## src/rtl/md_unit.sv

```systemverilog
// Multiply/divide unit holding HI/LO: fixed-latency multiply, restoring divider, HI/LO overrides.
// Define MD_ACCUM_EN to build multiply-accumulate/subtract (md_op 10/11).
module md_unit #(
  parameter int unsigned WIDTH   = 32,
  parameter int unsigned MUL_LAT = 5
) (
  input  logic             clk,
  input  logic             rst,
  input  logic             start,
  input  logic [1:0]       md_op,
  input  logic             md_signed,
  input  logic             cancel,
  input  logic             ovrd,
  input  logic             ovrd_dest,
  input  logic [WIDTH-1:0] d1,
  input  logic [WIDTH-1:0] d2,
  output logic             busy,
  output logic [WIDTH-1:0] hi,
  output logic [WIDTH-1:0] lo,
  output logic             ovrd_hi,
  output logic             ovrd_lo
);

  localparam int unsigned CntMax = (MUL_LAT - 1 > WIDTH) ? MUL_LAT - 1 : WIDTH;
  localparam int unsigned CntW   = $clog2(CntMax + 1);
  localparam logic [CntW-1:0] MulLast = CntW'(MUL_LAT - 1);
  localparam logic [CntW-1:0] DivLast = CntW'(WIDTH);

  typedef enum logic [1:0] {StIdle, StMul, StDiv} state_e;

  state_e                 state_q, state_d;
  logic [CntW-1:0]        cnt_q, cnt_d;
  logic [2*WIDTH-1:0]     prod_q, prod_d;
  logic [WIDTH-1:0]       rem_q, rem_d, quo_q, quo_d, dvsr_q, dvsr_d;
  logic                   q_neg_q, q_neg_d, r_neg_q, r_neg_d;
  logic [WIDTH-1:0]       hi_q, hi_d, lo_q, lo_d;
  logic                   stk_hi_q, stk_hi_d, stk_lo_q, stk_lo_d;
`ifdef MD_ACCUM_EN
  logic                   acc_q, acc_d, sub_q, sub_d;
  logic [2*WIDTH-1:0]     acc_sum;
`endif

  logic                   accept, mul_ok, d1_neg, d2_neg;
  logic [WIDTH-1:0]       d1_abs, d2_abs, quo_fix, rem_fix, res_hi, res_lo;
  logic [2*WIDTH-1:0]     ext1, ext2, prod_full, mul_res;
  logic [WIDTH:0]         shifted, diff;
  logic                   res_we, ovr_h, ovr_l;

  assign busy    = (state_q != StIdle);
  assign accept  = (state_q == StIdle) && start && !cancel;
  assign ovr_h   = ovrd && ovrd_dest;
  assign ovr_l   = ovrd && !ovrd_dest;
  assign ovrd_hi = stk_hi_q || ovr_h;
  assign ovrd_lo = stk_lo_q || ovr_l;
  assign hi      = hi_q;
  assign lo      = lo_q;

`ifdef MD_ACCUM_EN
  assign mul_ok  = (md_op != 2'b01);
  assign acc_sum = sub_q ? ({hi_q, lo_q} - prod_q) : ({hi_q, lo_q} + prod_q);
  assign mul_res = acc_q ? acc_sum : prod_q;
`else
  assign mul_ok  = (md_op == 2'b00);
  assign mul_res = prod_q;
`endif

  assign d1_neg    = md_signed && d1[WIDTH-1];
  assign d2_neg    = md_signed && d2[WIDTH-1];
  assign d1_abs    = d1_neg ? -d1 : d1;
  assign d2_abs    = d2_neg ? -d2 : d2;
  // Sign-extending to 2*WIDTH makes the truncated unsigned product correct for both modes.
  assign ext1      = {{WIDTH{d1_neg}}, d1};
  assign ext2      = {{WIDTH{d2_neg}}, d2};
  assign prod_full = ext1 * ext2;

  assign shifted = {rem_q, quo_q[WIDTH-1]};
  assign diff    = shifted - {1'b0, dvsr_q};
  assign quo_fix = q_neg_q ? -quo_q : quo_q;
  assign rem_fix = r_neg_q ? -rem_q : rem_q;

  always_comb begin
    state_d = state_q;
    cnt_d   = cnt_q;
    prod_d  = prod_q;
    rem_d   = rem_q;
    quo_d   = quo_q;
    dvsr_d  = dvsr_q;
    q_neg_d = q_neg_q;
    r_neg_d = r_neg_q;
`ifdef MD_ACCUM_EN
    acc_d   = acc_q;
    sub_d   = sub_q;
`endif
    res_we  = 1'b0;
    res_hi  = '0;
    res_lo  = '0;
    unique case (state_q)
      StIdle: begin
        if (accept && md_op == 2'b01) begin
          state_d = StDiv;
          cnt_d   = '0;
          rem_d   = '0;
          quo_d   = d1_abs;
          dvsr_d  = d2_abs;
          // Divide by zero keeps an all-ones quotient and |d1| remainder, giving HI = d1.
          q_neg_d = (d1_neg ^ d2_neg) && (d2 != '0);
          r_neg_d = d1_neg;
        end else if (accept && mul_ok) begin
          state_d = StMul;
          cnt_d   = '0;
          prod_d  = prod_full;
`ifdef MD_ACCUM_EN
          acc_d   = md_op[1];
          sub_d   = md_op[0];
`endif
        end
      end
      StMul: begin
        if (cancel) begin
          state_d = StIdle;
        end else if (cnt_q == MulLast) begin
          state_d = StIdle;
          res_we  = 1'b1;
          res_hi  = mul_res[2*WIDTH-1:WIDTH];
          res_lo  = mul_res[WIDTH-1:0];
        end else begin
          cnt_d = cnt_q + CntW'(1);
        end
      end
      StDiv: begin
        if (cancel) begin
          state_d = StIdle;
        end else if (cnt_q == DivLast) begin
          state_d = StIdle;
          res_we  = 1'b1;
          res_hi  = rem_fix;
          res_lo  = quo_fix;
        end else begin
          cnt_d = cnt_q + CntW'(1);
          if (!diff[WIDTH]) begin
            rem_d = diff[WIDTH-1:0];
            quo_d = {quo_q[WIDTH-2:0], 1'b1};
          end else begin
            rem_d = shifted[WIDTH-1:0];
            quo_d = {quo_q[WIDTH-2:0], 1'b0};
          end
        end
      end
      default: state_d = StIdle;
    endcase
  end

  always_comb begin
    stk_hi_d = stk_hi_q;
    stk_lo_d = stk_lo_q;
    hi_d     = hi_q;
    lo_d     = lo_q;
    if (accept && (md_op == 2'b01 || mul_ok)) begin
      stk_hi_d = 1'b0;
      stk_lo_d = 1'b0;
    end
    if (busy && ovr_h) stk_hi_d = 1'b1;
    if (busy && ovr_l) stk_lo_d = 1'b1;
    if (res_we && !stk_hi_q) hi_d = res_hi;
    if (res_we && !stk_lo_q) lo_d = res_lo;
    if (ovr_h) hi_d = d1;
    if (ovr_l) lo_d = d1;
  end

  always_ff @(posedge clk) begin
    if (rst) begin
      state_q  <= StIdle;
      cnt_q    <= '0;
      prod_q   <= '0;
      rem_q    <= '0;
      quo_q    <= '0;
      dvsr_q   <= '0;
      q_neg_q  <= 1'b0;
      r_neg_q  <= 1'b0;
      hi_q     <= '0;
      lo_q     <= '0;
      stk_hi_q <= 1'b0;
      stk_lo_q <= 1'b0;
`ifdef MD_ACCUM_EN
      acc_q    <= 1'b0;
      sub_q    <= 1'b0;
`endif
    end else begin
      state_q  <= state_d;
      cnt_q    <= cnt_d;
      prod_q   <= prod_d;
      rem_q    <= rem_d;
      quo_q    <= quo_d;
      dvsr_q   <= dvsr_d;
      q_neg_q  <= q_neg_d;
      r_neg_q  <= r_neg_d;
      hi_q     <= hi_d;
      lo_q     <= lo_d;
      stk_hi_q <= stk_hi_d;
      stk_lo_q <= stk_lo_d;
`ifdef MD_ACCUM_EN
      acc_q    <= acc_d;
      sub_q    <= sub_d;
`endif
    end
  end

endmodule
```

## config.mk

```make
export PLATFORM = sky130hd
export DESIGN_NAME = md_unit
export DESIGN_NICKNAME = d
export VERILOG_FILES = /design/src/rtl/md_unit.sv
export SDC_FILE = /design/constraint.sdc
export NUM_CORES = 2
export LEC_CHECK = 0
export CORE_MARGIN = 3
export CORE_UTILIZATION = 54
export DETAILED_ROUTE_END_ITERATION = 10
export PLACE_DENSITY = 0.72
export SETUP_SLACK_MARGIN = 0.05
export SYNTH_ARGS = -nofsm -noshare
export SYNTH_HDL_FRONTEND = slang
export SYNTH_SLANG_ARGS = --single-unit
export TNS_END_PERCENT = 100
```

## constraint.sdc

```tcl
create_clock -name clk -period 13.6 [get_ports clk]
set_clock_uncertainty 0.1 [all_clocks]
set_input_delay 3.4 -clock clk [delete_from_list [all_inputs] [get_ports clk]]
set_output_delay 3.4 -clock clk [all_outputs]
set_load 0.005 [all_outputs]
```

==> key figures <==
STA
  – Post-route worst setup slack: 1.23 ns
  – Slew HR: 0.0760
  – Unrepaired setup endpoints after global routing: no
  – Fmax: about 80 MHz
  – Max-slew violations: 0
  – Setup TNS: 0 ns
  – Setup-failing EPs final: 0
  – Endpoints failing hold: 0
  – Part of the cycle the worst path needs: 0.910
  – Smallest hold slack: around 0.35 ns
  – Worst-margin pin slew: 1.38 ns
  – Min Tclk post-route: 12.37 ns

Clock tree
  – H-tree depth: 1
  – CTS max path bufs: 3
  – # clock sinks: 236
  – Clock transition at path regs: 0.06 ns
  – Post-CTS Hold Buffers: 0
  – Post-cts repair resize count: 0
  – Total CTS buffers: 25
  – CTS tree: yes
  – Root buffer cell: clkbuf_16
  – Clock Latency Late Sink: 0.54 ns
  – Setup bufs post-CTS: 0

Layout
  – Share of cells above drive strength 1: 0.0387
  – Final #Nets: roughly 7,300
  – Fillers: 8,336
  – Post-Layout Cell Count: 7,157
  – Area Overhead vs Synth: 5.70%

Place
  – Place WS: 0.664 ns
  – Port Buffers: 139
  – DP HPWL: 127,000 um
  – Final GP Congestion: approximately 1
  – # placed instances: ~7,100

Worst setup path
  – Bufs and invs on worst path: 7
  – Crit path arrival time: 12.69 ns
  – CP Class: primary input to flop
  – Worst path slowest cell: clkdlybuf4s50_1
  – CP most frequent cell: fa_1
  – CP Max Fanout: 23
  – Worst r2r src: quo_q[31]$_SDFFE_PP0P_
  – CP endpoint kind: flop
  – Worst r2r dst: rem_q[23]$_SDFFE_PP0P_
  – Worst path top cell family by delay: adder cells
  – Worst Reg2Reg Path Length in Cells: 15
  – CP Data Required Time: 13.92 ns
  – Reg2Reg Setup Slack: 9.05 ns
  – CP peak stage delay: 1.37 ns
  – CP Launch Type: primary input

Run
  – Max-cap violation count: 0

Global route
  – Total GRT Usage: 0.327
  – GR Overflow Total: 0
  – Largest net degree at the start of global routing: 86
  – Number of global-route vias before repair: between 40,000 and 50,000
  – Antenna violations before repair: 17
  – First-pass GRT wire length: 250,000 um

Routing
  – Post-route DRC: 0
  – Number of DRC markers in iteration 0: 3,863
  – Drt pass-1 iters: 8
  – Via density: 5.79
  – Vias: 41,422
  – Post-Route WL: 159,000 um
  – WL per Instance: roughly 22 um
  – DRT antenna net count: 0

Floorplanning
  – # rows: approximately 110
  – Die footprint: just under 100,000 um^2
  – Ports: 140
  – Initial Utilization: 0.549
  – Die height: 315 um
  – Die width: ~320 um
  – Core ar.: 94,000 um^2

Synthesis
  – Synth async-reset ratio: 0
  – Post-synth cell types: 82
  – Ys Warns: 0
  – Top_reg_cell synth: dfxtp_1
  – Flops & latches, synth: about 240
  – Mapped Area: 51,700 um^2
  – Synth Instances: 6,000
  – Register area share after synthesis: 0.0915
  – Post-synth EDFFs: 0
  – Syn nets: approximately 7,500
  – Synthesized area per cell: ~8.6 um^2

Status
  – Status: complete, no violations

Hold path
  – Min-delay worst type: flop to flop
  – Min-delay src: mul_res[44]$_SDFFE_PP0P_
  – Worst hold path depth: 2
  – Hold EP: mul_res[44]$_SDFFE_PP0P_
[tightest hold or removal path, cell delays in order, from the launching register on]
cell	delay, ns
dfxtp_1	0.31
nand2_1	0.05
a21oi_1	0.05
[synth_stat cells, types with 50 or more instances]
library cell,instances,area [um^2]
a21o_1,50,375
a21oi_1,200,1000
a222oi_1,60,601
and2_1,347,2170
buf_1,64,240
clkbuf_1,330,1240
dfxtp_1,236,4720
fa_1,1126,22500
ha_1,254,3180
inv_1,1154,4330
nand2_1,1050,3940
nor2_1,223,837
o21ai_0,185,926
xnor2_1,111,972
xor2_1,104,911
[layer usage]
layer / up-vias / wire length [um] / global-route usage
li1: 17978 / - / -
met3: 437 / 12500 / 0.0509
met5: - / 0 / 0
met2: 1845 / 75900 / 0.540
met1: 21162 / 60400 / 0.414
met4: 0 / 9960 / 0.177
[registers in the layout (all words and copies together), names as in the netlist]
signal	cells
mul_res	64
dvsr_q	32
hi	32
lo	32
quo_q	32
rem_q	32
cnt_q	6
state_q	2
q_neg_q	1
r_neg_q	1
stk_hi_q	1
stk_lo_q	1
[worst max path at each step]
stage               startpoint                  endpoint  cells after the start
floorplan               d1[31]  mul_res[63]$_SDFFE_PP0P_                     32
global placement         d2[2]  mul_res[44]$_SDFFE_PP0P_                     27
detailed placement       d2[9]  mul_res[58]$_SDFFE_PP0P_                     26
CTS                      d2[9]  mul_res[58]$_SDFFE_PP0P_                     26
global route             d2[9]  mul_res[63]$_SDFFE_PP0P_                     30
finish                   d2[9]  mul_res[58]$_SDFFE_PP0P_                     26
[stage by stage]
stage / instance area [um^2] / util
6_report: 54600 / 0.581
5_1_grt: 54600 / 0.581
3_3_place_gp: 53700 / 0.571
3_5_place_dp: 53700 / 0.571
2_1_floorplan: 51700 / -
4_1_cts: 54600 / 0.580
[layout by cell type (no fill, tap or decap), types with 7 or more instances in the layout]
cell and instances:
ha_1 253, a222oi_1 60, o41ai_1 19, nor4_1 13
nand2_1 1050, o21bai_1 11, buf_4 106, nor2_1 216
mux2i_1 29, a22oi_1 7, nor3_1 32, nor2b_1 23
nand4_1 25, a21boi_0 8, a21o_1 50, a311oi_1 7
and2_1 346, inv_1 1154, xor2_1 104, o21ai_1 9
a31oi_1 20, xnor2_1 111, nand2b_1 15, or3_1 24
diode_2 18, clkdlybuf4s50_1 97, nand3_1 37, a211oi_1 43
clkbuf_16 25, a21oi_1 200, o21ai_0 185, fa_1 1126
buf_2 41, dfxtp_1 236, o21a_1 15, or4_1 15
and3_1 23, o31ai_1 31
[layout make-up]
type                    count  area, um^2  share of cell area
clock inverters            11         148             0.00270
multi-input cells        4206       41100               0.753
well taps                1254        1570              0.0287
diodes                     18        45.0            0.000825
flip-flops and latches    236        4720              0.0865
repair buffers            245        1980              0.0363
inverters                1155        4340              0.0794
clock buffers              32         692              0.0127
[cells by family after synthesis]
| family | Yosys count | share of synthesized area |
|---|---|---|
| flops | 236 | 0.0915 |
| mux | 31 | 0.00606 |
| xor+xnor | 216 | 0.0368 |
| simple gates | 1871 | 0.166 |
| buf+inv | 1558 | 0.114 |
| fa+ha+maj | 1380 | 0.498 |
| compound gates | 708 | 0.0880 |
Power is left out: the tool's default activity adds up to more than one toggle a clock period on the data nets, which glitch-free logic cannot reach.
